==> src/rtl/std_mult_seq.sv <==
// std_mult_seq: iterative shift-add unsigned multiplier with a go/done handshake.
// Produces one partial product per clock and no hardware multiplier is inferred.
// The full 2*width product is returned as two words.
//
// Ports:
//   clk    - clock; all state changes on the rising edge
//   reset  - synchronous, active-high reset
//   go     - start/hold request; the caller keeps it high for the whole operation
//   left   - multiplicand (unsigned); sampled only on the start edge
//   right  - multiplier (unsigned); sampled only on the start edge
//   out    - low width bits of left*right (registered)
//   out_hi - high width bits of left*right (registered)
//   done   - one-cycle completion pulse (registered)
module std_mult_seq #(
   parameter int width = 32
) (
   input  logic             clk,
   input  logic             reset,
   input  logic             go,
   input  logic [width-1:0] left,
   input  logic [width-1:0] right,
   output logic [width-1:0] out,
   output logic [width-1:0] out_hi,
   output logic             done
);

   localparam int CNT_W = $clog2(width) + 1;
   localparam logic [CNT_W-1:0] LAST_CNT = CNT_W'(width - 1);

   typedef enum logic [1:0] {
      IDLE = 2'd0,
      RUN  = 2'd1,
      DONE = 2'd2
   } state_t;

   state_t           state_r;
   logic [width-1:0] a_r;
   logic [width:0]   hi_r;      // MSB holds the carry of the running sum
   logic [width-1:0] lo_r;      // remaining multiplier bits, then product low bits
   logic [CNT_W-1:0] count_r;
   logic [width-1:0] out_r;
   logic [width-1:0] out_hi_r;
   logic             done_r;
   logic [width:0]   t_s;

   // Running sum for this iteration: add the multiplicand when the current multiplier bit is set.
   always_comb begin
      t_s = {(width + 1){1'b0}};
      if (lo_r[0]) begin
         t_s = hi_r + {1'b0, a_r};
      end else begin
         t_s = hi_r;
      end
   end

   // Control FSM, datapath registers and registered outputs.
   always_ff @(posedge clk) begin
      if (reset) begin
         state_r  <= IDLE;
         a_r      <= {width{1'b0}};
         hi_r     <= {(width + 1){1'b0}};
         lo_r     <= {width{1'b0}};
         count_r  <= {CNT_W{1'b0}};
         out_r    <= {width{1'b0}};
         out_hi_r <= {width{1'b0}};
         done_r   <= 1'b0;
      end else begin
         case (state_r)
            IDLE: begin
               done_r <= 1'b0;
               if (go) begin
                  a_r     <= left;
                  lo_r    <= right;
                  hi_r    <= {(width + 1){1'b0}};
                  count_r <= {CNT_W{1'b0}};
                  // A zero operand makes the product trivially zero; skip the iterations.
                  if ((left == {width{1'b0}}) || (right == {width{1'b0}})) begin
                     out_r    <= {width{1'b0}};
                     out_hi_r <= {width{1'b0}};
                     done_r   <= 1'b1;
                     state_r  <= DONE;
                  end else begin
                     state_r <= RUN;
                  end
               end else begin
                  state_r <= IDLE;
               end
            end
            RUN: begin
               if (go) begin
                  // Shift the {sum, multiplier} pair right by one; the carry bit becomes 0.
                  {hi_r, lo_r} <= {t_s, lo_r} >> 1;
                  count_r      <= count_r + CNT_W'(1);
                  if (count_r == LAST_CNT) begin
                     out_r    <= {t_s[0], lo_r[width-1:1]};
                     out_hi_r <= t_s[width:1];
                     done_r   <= 1'b1;
                     state_r  <= DONE;
                  end else begin
                     state_r <= RUN;
                  end
               end else begin
                  // Abort: drop the partial result, keep the previous outputs.
                  state_r <= IDLE;
               end
            end
            DONE: begin
               done_r  <= 1'b0;
               state_r <= IDLE;
            end
            default: begin
               done_r  <= 1'b0;
               state_r <= IDLE;
            end
         endcase
      end
   end

   assign out    = out_r;
   assign out_hi = out_hi_r;
   assign done   = done_r;

`ifndef SYNTHESIS
   logic idle_s;
   assign idle_s = (state_r == IDLE);

   std_mult_seq_chk #(.width(width)) u_chk (
      .clk    (clk),
      .reset  (reset),
      .idle   (idle_s),
      .go     (go),
      .left   (left),
      .right  (right),
      .out    (out_r),
      .out_hi (out_hi_r),
      .done   (done_r)
   );
`endif

endmodule

// std_mult_seq_chk: simulation-only checker comparing each completed result
// against the exact product of the operands latched on the start edge.
//
// Ports:
//   clk, reset          - same clock and reset as the multiplier
//   idle, go            - identify the start edge
//   left, right         - operands offered to the multiplier
//   out, out_hi, done   - multiplier outputs under check
module std_mult_seq_chk #(
   parameter int width = 32
) (
   input logic             clk,
   input logic             reset,
   input logic             idle,
   input logic             go,
   input logic [width-1:0] left,
   input logic [width-1:0] right,
   input logic [width-1:0] out,
   input logic [width-1:0] out_hi,
   input logic             done
);

   logic [2*width-1:0] la_r;
   logic [2*width-1:0] lb_r;

   // Capture operands on the start edge and check the product on each done pulse.
   always_ff @(posedge clk) begin
      if (reset) begin
         la_r <= {(2 * width){1'b0}};
         lb_r <= {(2 * width){1'b0}};
      end else begin
         if (idle && go) begin
            la_r <= {{width{1'b0}}, left};
            lb_r <= {{width{1'b0}}, right};
         end else begin
            la_r <= la_r;
            lb_r <= lb_r;
         end
         if (done) begin
            assert ({out_hi, out} == la_r * lb_r)
            else $error("std_mult_seq product wrong: %0h * %0h gave %0h", la_r, lb_r, {out_hi, out});
         end
      end
   end

endmodule

==> config.mk <==
export PLATFORM = sky130hd
export DESIGN_NAME = std_mult_seq
export DESIGN_NICKNAME = d
export VERILOG_FILES = /design/src/rtl/std_mult_seq.sv
export SDC_FILE = /design/constraint.sdc
export NUM_CORES = 1
export LEC_CHECK = 0
export CAP_MARGIN = 20
export CORE_AREA = 2 2 164 182
export CTS_CLUSTER_SIZE = 16
export DETAILED_ROUTE_END_ITERATION = 8
export DIE_AREA = 0 0 166 184
export HOLD_SLACK_MARGIN = 0.05
export PLACE_DENSITY_LB_ADDON = 0.2
export SETUP_SLACK_MARGIN = 0.3
export SYNTH_ARGS = -nofsm -noshare
export SYNTH_HDL_FRONTEND = slang
export SYNTH_SLANG_ARGS = --single-unit
==> constraint.sdc <==
create_clock -name clk -period 5.6 [get_ports clk]
set_input_delay 1.12 -clock clk [delete_from_list [all_inputs] [get_ports clk]]
set_output_delay 1.12 -clock clk [all_outputs]
set_load 0.02 [all_outputs]
==> key figures <==
Outcome
  • Status: complete, no violations

Pwr
  • Sw frac: 28.2%
  • Pwr per Cell Area: 255 mW/mm^2
  • Reg power frac: 46.7%
  • Lkg Pwr: approximately 3.9 nW
  • Switching pwr: 0.765 mW
  • Clock power share: a little over two fifths
  • VDD IR max: approximately 0.00017 V
  • Internal power: 1.94 mW
  • Comb power frac: 9.3%

Setup path
  • Worst R2R End: hi_r[19]$_SDFFE_PP0P_
  • Startpoint types: input pin
  • Crit path kind: input pin to register
  • Reg2Reg Depth: 12
  • Worst reg2reg startpoint: a_r[0]$_SDFFE_PP0P_
  • Endpoint type of the worst setup path: register
  • CP max FO: 32
  • Reg-to-reg slack, setup: 2290 ps
  • CP Data Required Time: about 6000 ps
  • Worst path arrival time: 3980 ps

Global route
  • Met3 Use GR: under 10%
  • Largest net degree at the start of global routing: 100
  • GRT Max-Usage Layer: met2
  • First-pass GRT wire length: 40500 um
  • Remaining Overflow, GRT: 0
  • Global-route met1 utilization: 21.5%
  • GRT met2 Usage: 28.0%
  • Tot GR Track Use: between 15 and 20%
  • Vias in the first global route: 7455
  • Initial antenna violation count: 0

Place
  • Worst slack, placed: roughly 1500 ps
  • Buffers added on ports: 131
  • Post-DP HPWL: 17500 um
  • RD Place Congestion: approximately 0.85
  • Placed insts: 1491

Clocking
  • PostCTS Resize Cnt: 0
  • Htree depth: 4
  • Cts bufs inserted: 17
  • # Post-CTS Setup Buffers: 0
  • Reg clk slew, reported paths: 80 ps
  • CTS max path bufs: 2
  • Hold_buf cts: 0
  • Worst-skew pair later-pin latency: 440 ps
  • TritonCTS clock tree: done
  • Root buffer cell: clkbuf_16
  • Clock tree sinks: 169

Routing
  • Via count: 7691
  • Routed Antenna Nets: 0
  • DR vias/cell: 5.05
  • Post-Route WL: 25300 um
  • Wirelength per Cell: between 15 and 20 um
  • First-pass DRT Iterations: 4
  • DRC errors left: 0
  • DRC marker count from the first detailed-route iteration: between 400 and 500

Timing
  • Setup tns final: 0 ps
  • Rel. slew slack: 26.9%
  • Tmin final: 3610 ps
  • Least-Margin Pin Slew: 1100 ps
  • Fin crit share: approximately 65%
  • Post-route setup slack: between 1500 and 2000 ps
  • Final setup viols: 0
  • Worst Skew: 12.5 ps
  • Min Hold Slack: 456 ps
  • Final hold violations: 0
  • Fmax: 277 MHz
  • Slew Limit Fails: 0
  • RSZ-0062 raised after global routing: false

Cells and area
  • Fill count: 2986
  • Finished Layout Cells: approximately 1500
  • Layout cells sized above 1: 6.57%
  • Synth-to-layout area growth: 24.3%
  • Ant. Diodes: 0
  • Nets@finish: 1244

Die
  • Die Width: 166 um
  • Initial core utilization: 29.9%
  • Rows: 65
  • Total Die Area: 0.0305 sq mm
  • Chip Height: 184 um
  • Core area: 0.0285 sq mm
  • Io pins: 132

Run
  • Max Cap Viol: 0

Yosys
  • Net Count, Synth: 1163
  • Top cells by count, synth: 226 x nand2_1, 169 x dfxtp_1, 140 x a21oi_1
  • EDFF count, synth: 0
  • Cells after Synth: 1062
  • Synth top area cells: dfxtp_1 40%, nand2_1 9.9%, a21oi_1 8.2%, ha_1 4.8%, mux2i_1 4.2%
  • Syn Area/Cell: 8.03 sq um
  • Leading register cell type out of synthesis: dfxtp_1
  • Async set-or-reset flop fraction in the synthesized netlist: 0%
  • Most common cell in the netlist: nand2_1
  • Yosys top cell area share: 39.7%
  • Ys Warns: 0
  • Count of different cell masters after synthesis: 75
  • Cell area after synthesis: 0.00853 sq mm
  • FF+latch count, synth: between 150 and 200
  • Register area share after synthesis: 39.7%
  • Cell accounting for the most synthesized area: dfxtp_1

Worst hold path
  • Worst hold path depth: 2
  • WHS Endpoint: out[6]$_SDFFE_PP0P_
  • Min-Delay Path Class: register to register
  • Min-delay src: out[6]$_SDFFE_PP0P_
cell usage in the layout (no fill, tap or decap), types with 4 or more instances in the layout:
| master | n |
|---|---|
| or3_1 | 4 |
| o21ai_1 | 5 |
| nor2_1 | 73 |
| buf_4 | 12 |
| nand4_1 | 10 |
| inv_1 | 10 |
| a21o_1 | 15 |
| mux2i_1 | 36 |
| inv_8 | 5 |
| nand2_1 | 225 |
| clkdlybuf4s50_1 | 130 |
| xnor2_1 | 18 |
| nor3_1 | 9 |
| dfxtp_1 | 168 |
| clkbuf_16 | 17 |
| a22oi_1 | 4 |
| o21bai_1 | 5 |
| clkinv_8 | 5 |
| o21ai_0 | 31 |
| ha_1 | 33 |
| nand3_1 | 63 |
| xor2_1 | 12 |
| a311oi_1 | 22 |
| a21oi_1 | 140 |
| nor4_1 | 17 |
| a211oi_1 | 14 |
metal layers:
layer | part of all wire (%) | wire length (um)
met5 | 0 | 0
met4 | 1.4 | 344
met3 | 3.4 | 867
met2 | 48 | 12100
met1 | 47 | 12000
through the flow:
step / instance area, sq um / power [mW] / util, %
floorplan: 8530 / 1.45 / -
global placement: 9980 / 1.54 / 35.0
detailed placement: 9980 / 1.54 / 35.0
CTS: 10600 / 2.74 / 37.1
global route: 10600 / 2.81 / 37.1
finish: 10600 / 2.71 / 37.1
cells by family (layout without fill, tap and decap cells):
group	Yosys count	after routing	synth area share (%)
buffers and inverters	91	185	5.41
and+or+nand+nor	426	426	21.7
DFF	169	169	39.7
adders and majority gates	34	34	5.08
AOI/OAI and AO/OA	275	275	20.7
muxes	37	37	4.36
xor gates and xnor gates	30	30	3.08
critical path: stages:
cell             delay (ps)
clkdlybuf4s50_1         430
nor4_1                  430
nand4_1                 280
o22ai_1                 270
mux2_2                  220
and2_2                  430
buf_4                   450
nand3_1                 130
a21oi_1                 180
registers in the layout (all words and copies together) (netlist names):
signal and count:
a_r 32, hi_r 32, lo_r 32, out 32, out_hi 32, count_r 6, state_r 2, done 1
layout make-up:
class                   count  area, sq um  area share (%)
clock inverters            15          178            1.68
inverters                  10         37.5           0.354
clock buffers              17          425            4.01
flip-flops and latches    169         3380            31.9
multi-input cells         802         4710            44.4
well taps                 368          460            4.34
repair buffers            143         1410            13.3
worst max path at each step:
stage | slack [ps] | to | start
2_1_floorplan | 2750 | out_hi[10]$_SDFFE_PP0P_ | right[25]
3_3_place_gp | 1600 | out[0]$_SDFFE_PP0P_ | right[17]
3_5_place_dp | 1550 | out[3]$_SDFFE_PP0P_ | right[17]
4_1_cts | 2000 | out[3]$_SDFFE_PP0P_ | right[17]
5_1_grt | 1790 | out[2]$_SDFFE_PP0P_ | right[17]
6_report | 1990 | out[7]$_SDFFE_PP0P_ | right[17]
power groups by stage:
| stage | sequential [mW] | clock (mW) | combinational (mW) |
|---|---|---|---|
| floorplan | 1.28 | 0 | 0.169 |
| global placement | 1.30 | 0 | 0.244 |
| detailed placement | 1.30 | 0 | 0.245 |
| CTS | 1.27 | 1.22 | 0.247 |
| global route | 1.27 | 1.27 | 0.278 |
| finish | 1.26 | 1.19 | 0.252 |
Power figures use the tool's default switching activity.
